File: src/rtl/xtbm_arbiter_pkg.sv
// Shared encodings for the xfer_buffer <-> TBM port arbiter:
// transfer modes, arbiter states and the default watchdog limit.
package xtbm_arbiter_pkg;

   typedef enum logic [1:0] {
      XTBM_NOTHING = 2'd0,
      XTBM_WRITING = 2'd1,
      XTBM_READING = 2'd2
   } xtbm_mode_e;

   typedef enum logic [1:0] {
      XARB_IDLE = 2'd0,
      XARB_XFER = 2'd1,
      XARB_TURN = 2'd2
   } xarb_state_e;

   localparam int XTBM_TIMEOUT = 1024;

   function automatic int wdog_width(input int t);
      return $clog2(t) + 1;
   endfunction

endpackage

File: src/rtl/xtbm_watchdog.sv
// Clear/enable cycle counter that saturates at TIMEOUT_CYCLES-1 and
// flags expiry there; TIMEOUT_CYCLES = 0 never expires.
module xtbm_watchdog
   import xtbm_arbiter_pkg::*;
#(
   parameter int TIMEOUT_CYCLES = XTBM_TIMEOUT
) (
   input  logic clk,
   input  logic i_clear,
   input  logic i_en,
   output logic o_expire
);

   localparam int CW = wdog_width(TIMEOUT_CYCLES);
   localparam logic [CW-1:0] LIM =
      (TIMEOUT_CYCLES == 0) ? '0 : CW'(TIMEOUT_CYCLES - 1);

   logic [CW-1:0] r_cnt;

   always_ff @(posedge clk) begin
      if (i_clear) begin
         r_cnt <= '0;
      end else if (i_en && (r_cnt != LIM)) begin
         r_cnt <= r_cnt + 1'b1;
      end
   end

   // Count holds k-1 on the k-th XFER edge, so expiry lands on edge T.
   assign o_expire = (TIMEOUT_CYCLES != 0) && (r_cnt == LIM);

endmodule

File: src/rtl/xtbm_arbiter.sv
// Shares the single xfer_buffer <-> TBM port between the write and
// read requesters, one transfer at a time, with a watchdog abort.
module xtbm_arbiter
   import xtbm_arbiter_pkg::*;
#(
   parameter int ADDR_W         = 32,
   parameter int TIMEOUT_CYCLES = XTBM_TIMEOUT
) (
   input  logic              clock_fpga,
   input  logic              reset,
   input  logic              wr_req,
   input  logic [ADDR_W-1:0] wr_addr,
   output logic              wr_ack,
   input  logic              rd_req,
   input  logic [ADDR_W-1:0] rd_addr,
   output logic              rd_ack,
   output logic              xfer_buf_select,
   output logic              mwrite_enable,
   output logic [ADDR_W-1:0] tbm_address,
   input  logic              xfer_complete,
   output logic [1:0]        xtbm_mode,
   output logic              xfer_timeout,
   output logic              busy
);

   xarb_state_e       r_state, w_nxt_state;
   xtbm_mode_e        r_mode, w_nxt_mode;
   xtbm_mode_e        r_last, w_nxt_last;
   logic              r_sel, w_nxt_sel;
   logic              r_mwe, w_nxt_mwe;
   logic [ADDR_W-1:0] r_addr, w_nxt_addr;
   logic              r_wr_ack, w_nxt_wr_ack;
   logic              r_rd_ack, w_nxt_rd_ack;
   logic              r_tmo, w_nxt_tmo;
   logic              r_busy;
   logic              w_pick_wr;
   logic              w_expire;

   xtbm_watchdog #(
      .TIMEOUT_CYCLES(TIMEOUT_CYCLES)
   ) u_wdog (
      .clk     (clock_fpga),
      .i_clear (reset || (r_state != XARB_XFER)),
      .i_en    (r_state == XARB_XFER),
      .o_expire(w_expire)
   );

   // Contention goes to the mode opposite the last grant.
   assign w_pick_wr = wr_req && (!rd_req || (r_last == XTBM_READING));

   always_comb begin
      w_nxt_state  = r_state;
      w_nxt_mode   = r_mode;
      w_nxt_last   = r_last;
      w_nxt_sel    = r_sel;
      w_nxt_mwe    = r_mwe;
      w_nxt_addr   = r_addr;
      w_nxt_wr_ack = 1'b0;
      w_nxt_rd_ack = 1'b0;
      w_nxt_tmo    = 1'b0;
      unique case (r_state)
         XARB_IDLE: begin
            if (wr_req || rd_req) begin
               w_nxt_state = XARB_XFER;
               w_nxt_sel   = 1'b1;
               w_nxt_mwe   = w_pick_wr;
               if (w_pick_wr) begin
                  w_nxt_addr = wr_addr;
                  w_nxt_mode = XTBM_WRITING;
                  w_nxt_last = XTBM_WRITING;
               end else begin
                  w_nxt_addr = rd_addr;
                  w_nxt_mode = XTBM_READING;
                  w_nxt_last = XTBM_READING;
               end
            end
         end
         XARB_XFER: begin
            if (xfer_complete || w_expire) begin
               w_nxt_state  = XARB_TURN;
               w_nxt_sel    = 1'b0;
               w_nxt_mwe    = 1'b0;
               w_nxt_mode   = XTBM_NOTHING;
               w_nxt_wr_ack = r_mwe;
               w_nxt_rd_ack = !r_mwe;
               w_nxt_tmo    = !xfer_complete;
            end
         end
         XARB_TURN: begin
            w_nxt_state = XARB_IDLE;
         end
         default: begin
            w_nxt_state = XARB_IDLE;
         end
      endcase
   end

   always_ff @(posedge clock_fpga) begin
      if (reset) begin
         r_state  <= XARB_IDLE;
         r_mode   <= XTBM_NOTHING;
         r_last   <= XTBM_READING;
         r_sel    <= 1'b0;
         r_mwe    <= 1'b0;
         r_addr   <= '0;
         r_wr_ack <= 1'b0;
         r_rd_ack <= 1'b0;
         r_tmo    <= 1'b0;
         r_busy   <= 1'b0;
      end else begin
         r_state  <= w_nxt_state;
         r_mode   <= w_nxt_mode;
         r_last   <= w_nxt_last;
         r_sel    <= w_nxt_sel;
         r_mwe    <= w_nxt_mwe;
         r_addr   <= w_nxt_addr;
         r_wr_ack <= w_nxt_wr_ack;
         r_rd_ack <= w_nxt_rd_ack;
         r_tmo    <= w_nxt_tmo;
         r_busy   <= (w_nxt_state != XARB_IDLE);
      end
   end

   assign wr_ack          = r_wr_ack;
   assign rd_ack          = r_rd_ack;
   assign xfer_buf_select = r_sel;
   assign mwrite_enable   = r_mwe;
   assign tbm_address     = r_addr;
   assign xtbm_mode       = r_mode;
   assign xfer_timeout    = r_tmo;
   assign busy            = r_busy;

endmodule

File: config.mk
export PLATFORM = sky130hd
export DESIGN_NAME = xtbm_arbiter
export DESIGN_NICKNAME = d
export VERILOG_FILES = /design/src/rtl/xtbm_arbiter_pkg.sv /design/src/rtl/xtbm_watchdog.sv /design/src/rtl/xtbm_arbiter.sv
export SDC_FILE = /design/constraint.sdc
export NUM_CORES = 1
export LEC_CHECK = 0
export BUFFER_PORTS_ARGS = -buffer_cell sky130_fd_sc_hd__buf_4
export CORE_MARGIN = 5
export CORE_UTILIZATION = 51
export DETAILED_ROUTE_END_ITERATION = 10
export PLACE_DENSITY = 0.93
export SLEW_MARGIN = 20
export SYNTH_ARGS = -nofsm -noshare
export SYNTH_HDL_FRONTEND = slang
export SYNTH_HIERARCHICAL = 1
export SYNTH_SLANG_ARGS = --single-unit
File: constraint.sdc
create_clock -name clock_fpga -period 4.9 [get_ports clock_fpga]
set_input_delay 0.98 -clock clock_fpga [delete_from_list [all_inputs] [get_ports clock_fpga]]
set_output_delay 0.98 -clock clock_fpga [all_outputs]
set_load 0.02 [all_outputs]
; ---- Word-level counts from Yosys, hierarchy flattened
; Cells that the tools add are included.
[word_totals]
inputBits = 69
elab_cells = 49
regBits = 55
[op_classes]
bitwise_logic = 2
n_eq_ne = 7
reduce_logical = 15
muxes = 13
add_sub_neg = 1
[ops]
columns = op, count
row1 = $mux 32, 1
row2 = $add 11x1->11 const B, 1
row3 = $eq 11x10->1 const B, 1
row4 = $ne 11x10->1 const B, 1
row5 = $mux 2, 5
row6 = $pmux 2 s2, 2
row7 = $logic_or 1x1->1, 4
row8 = $ne 2x2->1 const B, 2
row9 = $pmux 1 s2, 2
row10 = $reduce_bool 2->1, 2
row11 = $logic_not 1->1, 3
row12 = $mux 1, 3
row13 = $reduce_and 3->1, 1
row14 = $reduce_or 3->1, 1
row15 = $eq 2x1->1 const B, 1
row16 = $eq 2x2->1 const B, 1
row17 = $logic_and 1x1->1, 2
row18 = $logic_not 2->1, 1
row19 = $ne 2x1->1 const B, 1
row20 = $not 1->1, 2
row21 = $reduce_and 2->1, 1

; ---- Depth between registers and ports, before layout
; Gate-level depths: netlist of the first run.
[depth]
word_depth = 6
ltp_mapped = 7
mapped_depth_nobuf = 7

; ---- Hierarchy
; Netlist of the first run, hierarchy kept.
[by_module_without_submodules]
columns = mod, area_per_inst_um2, cells_each, n_inst, seq_area_each_um2
row1 = xtbm_arbiter, 1991.9, 237, 1, 860.8
row2 = xtbm_watchdog, 550.5, 59, 1, 220.2

; ---- Least setup slack after synthesis of the first run
; OpenSTA, ideal clock, no wires.
[synth_path]
kind = in2reg
start = in reset
end = reg u_wdog.r_cnt[8]
setup_ps = 127
path_slack_ps = 2763
path_buffers = 3
stages = 6
t_arrival_ps = 2010
t_required_ps = 4773
path_cell_list = clkbuf_1 > clkbuf_1 > nand2b_1 > clkbuf_1 > o21bai_1 > a31oi_1
[synth_between]
elab_chain_len = 1
[synth_rtl]
columns = item, line_no
row1 = start: declaration, xtbm_arbiter.sv:10  ; input logic reset,
row2 = $logic_or 1x1->1, xtbm_arbiter.sv:43  ; .i_clear (reset || (r_state != XARB_XFER)),
row3 = end signal: assignment, xtbm_watchdog.sv:24  ; r_cnt <= r_cnt + 1'b1;
row4 = end: declaration, xtbm_watchdog.sv:18  ; logic [CW-1:0] r_cnt;
; Every way passes these cells.
; A chain may end at the register's enable or synchronous reset.

; ---- Worst setup path in the final report of the first run
[layout_path]
start = in rd_req
end = reg r_addr[21] (netlist: tbm_address[21])
[layout_between]
elab_chain_len = 4
[layout_rtl]
columns = item, line_no
row1 = start: declaration, xtbm_arbiter.sv:14  ; input logic rd_req,
row2 = $logic_not 1->1, xtbm_arbiter.sv:49  ; assign w_pick_wr = wr_req && (!rd_req || (r_last == XTBM_READING));
row3 = $logic_or 1x1->1, xtbm_arbiter.sv:49
row4 = $logic_and 1x1->1, xtbm_arbiter.sv:49
row5 = $mux 32, xtbm_arbiter.sv:67  ; if (w_pick_wr) begin
row6 = end signal: assignment, xtbm_arbiter.sv:116  ; r_addr <= w_nxt_addr;
row7 = end: declaration, xtbm_arbiter.sv:31  ; logic [ADDR_W-1:0] r_addr, w_nxt_addr;
; Several ways; a longest one is shown, not always the timed one.

==> results of run 1 <==
## cell type report
cell class	instances	area share, %
Clock buffer	7	2.52
Clock inverter	1	0.146
Inverter	5	0.547
Multi-Input combinational cell	204	38.3
Sequential cell	54	31.5
Tap cell	67	2.45
Timing Repair Buffer	112	24.5
## tightest hold or removal path: stages, from the launching register on
cell,delay (ns)
dfxtp_1,0.32
inv_1,0.07
a311oi_1,0.05
## layout by cell type, fill, tap and decap left out, drive strengths merged, types with 3 or more instances in the layout
| cell | synthesis | final |
|---|---|---|
| a211oi | 3 | 3 |
| a21oi | 6 | 6 |
| a31oi | 34 | 34 |
| buf | 5 | 112 |
| clkbuf | 28 | 7 |
| dfxtp | 54 | 54 |
| inv | 5 | 5 |
| nand2 | 6 | 6 |
| nand2b | 4 | 4 |
| nand3 | 4 | 4 |
| nand4 | 35 | 35 |
| nor2 | 12 | 12 |
| o211ai | 32 | 32 |
| o21ai | 37 | 37 |
| or3 | 3 | 3 |
## cells by family (layout without fill, tap and decap cells)
family / after synthesis / after routing / share of synthesized area [%]
AOI/OAI and AO/OA: 122 / 122 / 31.0
and+or+nand+nor: 76 / 76 / 17.9
DFF: 54 / 54 / 42.5
buffers and inverters: 38 / 125 / 6.30
xor gates and xnor gates: 4 / 4 / 1.38
adders and majority gates: 1 / 1 / 0.492
muxes: 1 / 1 / 0.394
## where the power goes
part / internal [mW] / switching (mW) / total (mW)
sequential: 0.472 / 0.0204 / 0.492
clock: 0.114 / 0.137 / 0.251
combinational: 0.115 / 0.160 / 0.275
total: 0.701 / 0.317 / 1.02
## state kept, by name (all words and copies together) (netlist names)
register         cells
busy                 1
r_state              2
xfer_timeout         1
r_last               2
xfer_buf_select      1
rd_ack               1
xtbm_mode            2
u_wdog/r_cnt        11
tbm_address         32
wr_ack               1
## layer usage
metal / GRT usage, % / up-vias / wire, um
met4: 6.25 / 0 / 109
met3: 8.52 / 20 / 843
li1: - / 1320 / -
met2: 41.6 / 176 / 3980
met1: 29.0 / 1320 / 2890
met5: 0 / - / 0
## metrics by stage
step,instance area (um^2),cells,hold slack (ns),total power [mW]
floorplan,2540,296,0.433,0.655
global placement,3340,442,0.445,0.769
detailed placement,3340,442,0.469,0.775
CTS,3430,450,0.484,1.02
global route,3430,450,0.520,1.06
finish,3430,450,0.485,1.02
## worst paths after layout
path	slack, ns	to	cells after the start	start
setup / recovery	2.62	tbm_address[21]$_SDFFE_PP0P_	4	rd_req
hold / removal	0.48	u_wdog/r_cnt[10]$_SDFFE_PP0P_	2	u_wdog/r_cnt[10]$_SDFFE_PP0P_
setup reg to reg	3.07	wr_ack$_SDFF_PP0_	7	u_wdog/r_cnt[0]$_SDFFE_PP0P_
hold reg to reg	0.48	u_wdog/r_cnt[10]$_SDFFE_PP0P_	2	u_wdog/r_cnt[10]$_SDFFE_PP0P_
==> qor.csv, run 1 <==
stage,metric,value,unit
global_route,initial antenna violation count,0,
floorplanning,I/O pins,109,
synthesis,largest area contributor in the netlist,dfxtp_1,
route,vias post-DR,2836,
cts,hold_buf cts,0,
worst_setup_path,"Largest stage delay, worst path",0.82,ns
cts,clock tree sinks,54,
synthesis,syn_nets,366,
route,DRC viols,0,
cts,CTS HTree Levels,2,
sta,Worst-Margin Slew,1.03,ns
cts,setup repair bufs after CTS,0,
finish,Final #Nets,452,
synthesis,Post-synth EDFFs,0,
worst_setup_path,"Max FO, Critical Path",38,
global_route,GRT overflow,0,
global_route,first-pass GRT wire length,12.6,mm
synthesis,YS warnings,6,
global_route,largest net degree at the start of global routing,44,
pwr,Leak,1.34,nW
floorplanning,die area,0.00650,mm^2
finish,Layout area overhead,34.8,%
synthesis,most frequent cell after synthesis,dfxtp_1,
synthesis,mapped cell area,0.00254,mm^2
sta,clk_skew,0.00338,ns
finish,Storage cell area,0.00108,mm^2
sta,RSZ-0062 raised after global routing,false,
worst_setup_path,"Buf+Inv Stages, Crit Path",1,
finish,share of layout cells above drive strength 1,33.2,%
synthesis,Avg Synthesized Cell Area,8.59,um^2
finish,multi-input logic area,0.00131,mm^2
finish,fill cell count,382,
synthesis,Most used DFF post-synth,dfxtp_1,
cts,Clock Tree Buf Depth,2,
route,Starting DRT DRC Count,229,
synthesis,Seq cells post-synth,54,
synthesis,Commonest cells post-synth,"54 x dfxtp_1, 36 x o21ai_0, 34 x a31oi_1, 34 x nand4_1, 32 x o211ai_1",
worst_setup_path,Crit Path Category,in2reg,
cts,CTS tree,done,
route,Post-Route WL,7.82,mm
worst_setup_path,nature of the critical path endpoint,flip-flop,
sta,Max transition margin,31.4,%
global_route,vias in the first global route,2643,
synthesis,post-synth top area share,42.5,%
cts,CTS Buf Count,5,
route,routed len/inst,17.4,um
worst_setup_path,Worst Setup Start Kind,primary input,
cts,clk slew on worst S/H paths,0.09,ns
pwr,Max IR drop VDD,0.000182,V
sta,Sum Neg Setup Slack,0,ns
synthesis,async set-reset flop share out of synthesis,0,%
route,1st-pass router iterations,5,
floorplanning,core area,0.00479,mm^2
sta,final hold violations,0,
worst_setup_path,"Arr. time, crit path",2.50,ns
sta,Finish-stage setup viols,0,
synthesis,synth unique cells,42,
sta,worst setup margin,2.62,ns
synthesis,Area contributors post-synth,"dfxtp_1 43%, o211ai_1 9.4%, a31oi_1 8.4%",
status,outcome,"finished, final reports clean",
floorplanning,die width,80.6,um
sta,final slew viol count,0,
placed_design,placer's final routability congestion estimate,0.790,
worst_setup_path,CP max stage cell,nor2_2,
finish,n_diodes,0,
sta,min Tclk post-route,2.28,ns
cts,CTS root buffer,clkbuf_8,
synthesis,cell count after synthesis,296,
run,maxcap violations,0,
floorplanning,die height,80.6,um
finish,post-layout util,71.6,%
route,Final ANT Viol Nets,0,
placed_design,hpwl dp,5.50,mm
placed_design,dpl ws,2.33,ns
worst_setup_path,Crit path max-delay family,simple AND/OR/NAND/NOR gates,
global_route,GRT Overall Usage,24.4,%
sta,FMAX,440,MHz
sta,final worst path period share,46.4,%
placed_design,I/O Buffers,108,
cts,later-pin clock latency in the skew report,0.30,ns
floorplanning,floorplan row count,25,
synthesis,"Seq/Total Area, Yosys",42.5,%
hold_path,Hold WC Path Type,reg2reg,
cts,# resized after CTS,0,
route,vias per inst,6.30,
worst_setup_path,CP Cell Sequence,buf_4 > nor2_2 > o21ai_0 > a31oi_1,
pwr,Power Density,297,mW/mm^2
worst_setup_path,Crit path required time,5.13,ns
floorplanning,starting density of the core,53.1,%
No activity file was read; power rests on OpenSTA's default activity.
==> run 2, diff against run 1 <==
--- a/config.mk
+++ b/config.mk
@@ -7,9 +7,9 @@
 export LEC_CHECK = 0
 export BUFFER_PORTS_ARGS = -buffer_cell sky130_fd_sc_hd__buf_4
 export CORE_MARGIN = 5
-export CORE_UTILIZATION = 51
+export CORE_UTILIZATION = 47
 export DETAILED_ROUTE_END_ITERATION = 10
-export PLACE_DENSITY = 0.93
+export PLACE_DENSITY = 0.87
 export SLEW_MARGIN = 20
 export SYNTH_ARGS = -nofsm -noshare
 export SYNTH_HDL_FRONTEND = slang
==> constraint.sdc (replaced) <==
create_clock -name clock_fpga -period 2.3 [get_ports clock_fpga]
set_input_delay 0.46 -clock clock_fpga [delete_from_list [all_inputs] [get_ports clock_fpga]]
set_output_delay 0.46 -clock clock_fpga [all_outputs]
set_load 0.02 [all_outputs]
==> run 2 against run 1 <==
  * Via count decreased by 4.0%
  * Sequential share of layout area decreased by 0.22 points
  * Clock skew increased by 0.0053 ns
  * Combinational power is 120% higher
  * Non-clock buffer count increased by 1
  * Register-to-register slack lost 2.6 ns
  * Largest power group unchanged
  * First-iteration DRC count down 3.1%
  * Power increased by 120%
  * Sequential power rose by 110%
  * Hold slack lost 0.17 ns
  * Count of clock-buffer cells in the layout unchanged
==> qor.csv, run 2 (same netlist as run 1, synthesis figures left out) <==
stage,metric,value,unit
hold_path,Hold Path Cell Cnt,2,
hold_path,Hold Path End,xfer_timeout$_SDFF_PP0_,
worst_setup_path,Reg2Reg Depth,7,
worst_setup_path,Worst Setup Start Kind,flip-flop,
finish,multi-input logic area,0.00131,mm^2
sta,RSZ-0062 raised after global routing,false,
pwr,Leak,1.35,nW
finish,most frequent cells in the layout,"112 x buf_4, 54 x dfxtp_1, 36 x o21ai_0",
finish,Storage cell area,0.00108,mm^2
worst_setup_path,"Largest stage delay, worst path",0.40,ns
worst_setup_path,"Max FO, Critical Path",5,
sta,Fin Hold WS,0.311,ns
finish,Layout area overhead,35.8,%
finish,Final #Nets,453,
cts,clk slew on worst S/H paths,0.09,ns
finish,"most common cell after layout, fill and taps aside",buf_4,
placed_design,hpwl dp,5.38,mm
sta,min Tclk post-route,1.79,ns
placed_design,placer's final routability congestion estimate,0.877,
cts,setup repair bufs after CTS,0,
cts,CTS HTree Levels,2,
finish,number of flip-flops in the largest register,32,
sta,Finish-stage setup viols,0,
route,vias per inst,6.00,
global_route,GRT overflow,0,
worst_setup_path,FF-to-FF End,wr_ack$_SDFF_PP0_,
placed_design,Area after DPL,0.00336,mm^2
cts,CTS Buf Count,5,
placed_design,I/O Buffers,108,
worst_setup_path,nature of the critical path endpoint,flip-flop,
route,vias post-DR,2722,
finish,n_diodes,0,
route,routed len/inst,17.2,um
floorplanning,die area,0.00698,mm^2
sta,FMAX,560,MHz
cts,CTS tree,done,
floorplanning,floorplan row count,26,
pwr,"Power, Total",2.19,mW
sta,final slew viol count,0,
pwr,Power Density,635,mW/mm^2
sta,final worst path period share,77.7,%
cts,clock tree sinks,54,
sta,final hold violations,0,
global_route,vias in the first global route,2635,
worst_setup_path,Crit Path Category,reg2reg,
finish,design area,0.00345,mm^2
floorplanning,I/O pins,109,
cts,later-pin clock latency in the skew report,0.31,ns
cts,Clock Tree Buf Depth,2,
cts,CTS root buffer,clkbuf_8,
worst_setup_path,"Arr. time, crit path",2.04,ns
hold_path,hold path start,xfer_complete,
run,maxcap violations,0,
status,outcome,"finished, final reports clean",
route,Post-Route WL,7.80,mm
sta,Max transition margin,27.5,%
global_route,first-pass GRT wire length,12.6,mm
global_route,largest net degree at the start of global routing,44,
finish,share of layout cells above drive strength 1,33.3,%
worst_setup_path,CP Cell Sequence,ha_1 > nand4_4 > nor3_1 > nor2_1 > or3_1 > inv_1 > and2_1,
hold_path,Hold WC Path Type,in2reg,
cts,# resized after CTS,0,
worst_setup_path,CP max stage cell,dfxtp_1,
route,Starting DRT DRC Count,222,
floorplanning,core area,0.00517,mm^2
global_route,GRT Overall Usage,21.6,%
worst_setup_path,reg2reg start,u_wdog/r_cnt[0]$_SDFFE_PP0P_,
route,Final ANT Viol Nets,0,
pwr,Max IR drop VDD,0.000384,V
route,DRC viols,0,
cts,hold_buf cts,0,
worst_setup_path,flop-to-flop setup slack,0.51,ns
finish,fill cell count,430,
route,1st-pass router iterations,4,
floorplanning,die width,83.6,um
sta,Sum Neg Setup Slack,0,ns
sta,Worst-Margin Slew,1.09,ns
sta,clk_skew,0.00867,ns
floorplanning,starting density of the core,49.2,%
floorplanning,die height,83.6,um
global_route,initial antenna violation count,0,
worst_setup_path,Crit path required time,2.55,ns
[run 2: changes by cell type in the layout (fill, tap and decap cells not counted)]
cell	before	now
buf_12	0	1
[run 2: per-layer routing]
metal	wire [um]	GRT usage [%]
met1	3230	25.8
met3	684	9.08
met4	136	6.73
met5	0	0
met2	3750	35.2
[run 2: area by class of cell]
| cell class | instances | share of cell area [%] |
|---|---|---|
| timing repair buffer | 113 | 24.9 |
| clock buffer | 7 | 2.50 |
| multi-input combinational | 204 | 38.0 |
| tap | 70 | 2.54 |
| inverter | 5 | 0.544 |
| clock inverter | 1 | 0.145 |
| sequential | 54 | 31.3 |
[run 2: critical path: cells and delay by family, from the launching register on]
kind	cells	cell delay, ns
flops	1	0.40
fa+ha+maj	1	0.29
buf+inv	1	0.09
simple gates	5	0.96
[run 2: through the flow]
step / cells / worst slack (ns) / util (%)
CTS: 454 / 0.510 / 66.7
floorplan: 296 / 0.683 / -
detailed placement: 446 / 0.324 / 65.0
finish: 454 / 0.513 / 66.7
global placement: 446 / 0.411 / 65.0
global route: 454 / 0.358 / 66.7
[run 2: worst max path at each step]
stage | start | to | slack, ns | cells past startpoint
2_1_floorplan | reset | u_wdog/r_cnt[8]$_SDFFE_PP0P_ | 0.68 | 6
3_3_place_gp | rd_req | tbm_address[10]$_SDFFE_PP0P_ | 0.41 | 4
3_5_place_dp | rd_req | tbm_address[28]$_SDFFE_PP0P_ | 0.32 | 4
4_1_cts | u_wdog/r_cnt[0]$_SDFFE_PP0P_ | wr_ack$_SDFF_PP0_ | 0.51 | 7
5_1_grt | u_wdog/r_cnt[0]$_SDFFE_PP0P_ | xtbm_mode[1]$_SDFFE_PP0P_ | 0.36 | 6
6_report | u_wdog/r_cnt[0]$_SDFFE_PP0P_ | wr_ack$_SDFF_PP0_ | 0.51 | 7
[run 2: where the power goes]
part           internal, mW  switching [mW]  total [mW]  leakage [nW]
clock                 0.244           0.308       0.552        0.0482
combinational         0.250           0.344       0.594         0.857
sequential             1.01          0.0414        1.05         0.443
total                  1.50           0.693        2.19          1.35
==> run 3, diff against run 2 <==
==> constraint.sdc (replaced) <==
create_clock -name clock_fpga -period 1.8 [get_ports clock_fpga]
set_input_delay 0.36 -clock clock_fpga [delete_from_list [all_inputs] [get_ports clock_fpga]]
set_output_delay 0.36 -clock clock_fpga [all_outputs]
set_load 0.02 [all_outputs]
==> run 3 against run 2 <==
  * Largest power group unchanged
  * Critical path depth is 1 lower
  * Combinational power up 33%
  * Critical endpoint is now u_wdog/r_cnt[9]$_SDFFE_PP0P_
  * Clock power increased by 22%
  * Setup slack got worse by 0.35 ns
  * Non-clock buffer count grew 8
  * Cell area rose by 2.4%
  * Global-route usage is 0.75 points higher
==> qor.csv, run 3 (same netlist as run 1, synthesis figures left out) <==
stage,metric,value,unit
status,outcome,"finished, final reports clean",
cts,clk slew on worst S/H paths,0.09,ns
cts,setup repair bufs after CTS,0,
worst_setup_path,Reg2Reg Depth,6,
worst_setup_path,nature of the critical path endpoint,flip-flop,
sta,Worst-Margin Slew,0.541,ns
pwr,"Power, Total",2.80,mW
global_route,initial antenna violation count,0,
worst_setup_path,"Arr. time, crit path",1.82,ns
finish,fill cell count,421,
finish,post-layout util,68.4,%
sta,Fin Hold WS,0.221,ns
finish,"most common cell after layout, fill and taps aside",buf_4,
route,Final ANT Viol Nets,0,
cts,Clock Tree Buf Depth,2,
worst_setup_path,"Max FO, Critical Path",5,
cts,CTS Buf Count,5,
floorplanning,die height,83.6,um
route,routed len/inst,17.5,um
pwr,Max IR drop VDD,0.000377,V
finish,share of layout cells above drive strength 1,35.6,%
sta,Sum Neg Setup Slack,0,ns
global_route,vias in the first global route,2702,
global_route,GRT overflow,0,
floorplanning,floorplan row count,26,
worst_setup_path,Worst Setup Start Kind,flip-flop,
route,DRC viols,0,
worst_setup_path,Crit Path Category,reg2reg,
global_route,largest net degree at the start of global routing,42,
global_route,first-pass GRT wire length,13.1,mm
run,maxcap violations,0,
worst_setup_path,CP max stage cell,dfxtp_1,
sta,final worst path period share,90.7,%
hold_path,Hold WC Path Type,in2reg,
finish,Layout area overhead,39.1,%
cts,CTS tree,done,
finish,number of flip-flops in the largest register,32,
route,vias post-DR,2803,
placed_design,placer's final routability congestion estimate,0.830,
floorplanning,die area,0.00698,mm^2
placed_design,Area after DPL,0.00343,mm^2
sta,Finish-stage setup viols,0,
cts,CTS root buffer,clkbuf_8,
finish,n_diodes,0,
sta,final hold violations,0,
finish,multi-input logic area,0.00133,mm^2
placed_design,I/O Buffers,108,
worst_setup_path,Crit path required time,1.98,ns
sta,RSZ-0062 raised after global routing,false,
cts,clock tree sinks,54,
finish,Final #Nets,461,
sta,FMAX,612,MHz
route,Post-Route WL,8.03,mm
cts,hold_buf cts,0,
finish,Storage cell area,0.00108,mm^2
pwr,Power Density,791,mW/mm^2
finish,most frequent cells in the layout,"119 x buf_4, 52 x dfxtp_1, 36 x o21ai_0",
cts,later-pin clock latency in the skew report,0.30,ns
worst_setup_path,CP Cell Sequence,nand2b_1 > inv_1 > nand4_1 > a2111oi_2 > xnor2_1 > nor2_1,
floorplanning,die width,83.6,um
sta,clk_skew,0.00577,ns
floorplanning,I/O pins,109,
finish,design area,0.00354,mm^2
route,1st-pass router iterations,5,
hold_path,Hold Path Cell Cnt,2,
pwr,Leak,1.38,nW
worst_setup_path,"Largest stage delay, worst path",0.37,ns
sta,final slew viol count,0,
floorplanning,core area,0.00517,mm^2
route,Starting DRT DRC Count,179,
route,vias per inst,6.09,
sta,min Tclk post-route,1.63,ns
sta,Max transition margin,64.0,%
placed_design,hpwl dp,5.61,mm
global_route,GRT Overall Usage,22.3,%
floorplanning,starting density of the core,49.2,%
cts,CTS HTree Levels,2,
-- run 3: cell count changes in the layout (fill, tap and decap cells not counted), sizes merged --
cell	change
clkbuf	-1
buf	+8
clkinv	-1
-- run 3: final cells by class --
class                           count  share of cell area, %
Multi-Input combinational cell    204                   37.6
Sequential cell                    54                   30.6
Timing Repair Buffer              121                   26.4
Tap cell                           70                   2.48
Clock buffer                        6                   2.34
Inverter                            5                  0.531
-- run 3: worst paths after layout --
check	from	end	slack, ns
max	r_state[1]$_SDFF_PP0_	u_wdog/r_cnt[9]$_SDFFE_PP0P_	0.17
min reg2reg	u_wdog/r_cnt[10]$_SDFFE_PP0P_	u_wdog/r_cnt[10]$_SDFFE_PP0P_	0.48
min	xfer_complete	xfer_timeout$_SDFF_PP0_	0.22
max reg2reg	r_state[1]$_SDFF_PP0_	u_wdog/r_cnt[9]$_SDFFE_PP0P_	0.17
-- run 3: what timing repair did --
item                                   4_1_cts  5_1_grt
setup endpoints to repair                    0        9
endpoints found under the hold margin        0        0
resized for setup                            0        5
-- run 3: layer usage --
layer  track usage [%]  part of all wire [%]
met1              27.2                    40
met2              37.5                    50
met3              7.31                   9.5
met4              6.73                   1.3
met5                 0                     0
-- run 3: power breakdown --
| group | switching [mW] | internal (mW) |
|---|---|---|
| Sequential | 0.0516 | 1.29 |
| Clock | 0.374 | 0.298 |
| Combinational | 0.446 | 0.342 |
| Total | 0.871 | 1.93 |
-- run 3: through the flow --
stage,std cells,setup slack [ns]
after floorplan,296,0.204
after global placement,454,0.136
after detailed placement,454,0.0773
after CTS,460,0.0393
after global routing,460,0.00855
final,460,0.167
-- run 3: worst max-delay path, delay by kind of cell (launching register included) --
kind / cells / cell delay, ns
AOI/OAI and AO/OA: 1 / 0.29
xor gates and xnor gates: 1 / 0.16
buffers and inverters: 1 / 0.19
DFF: 1 / 0.37
and+or+nand+nor: 3 / 0.49
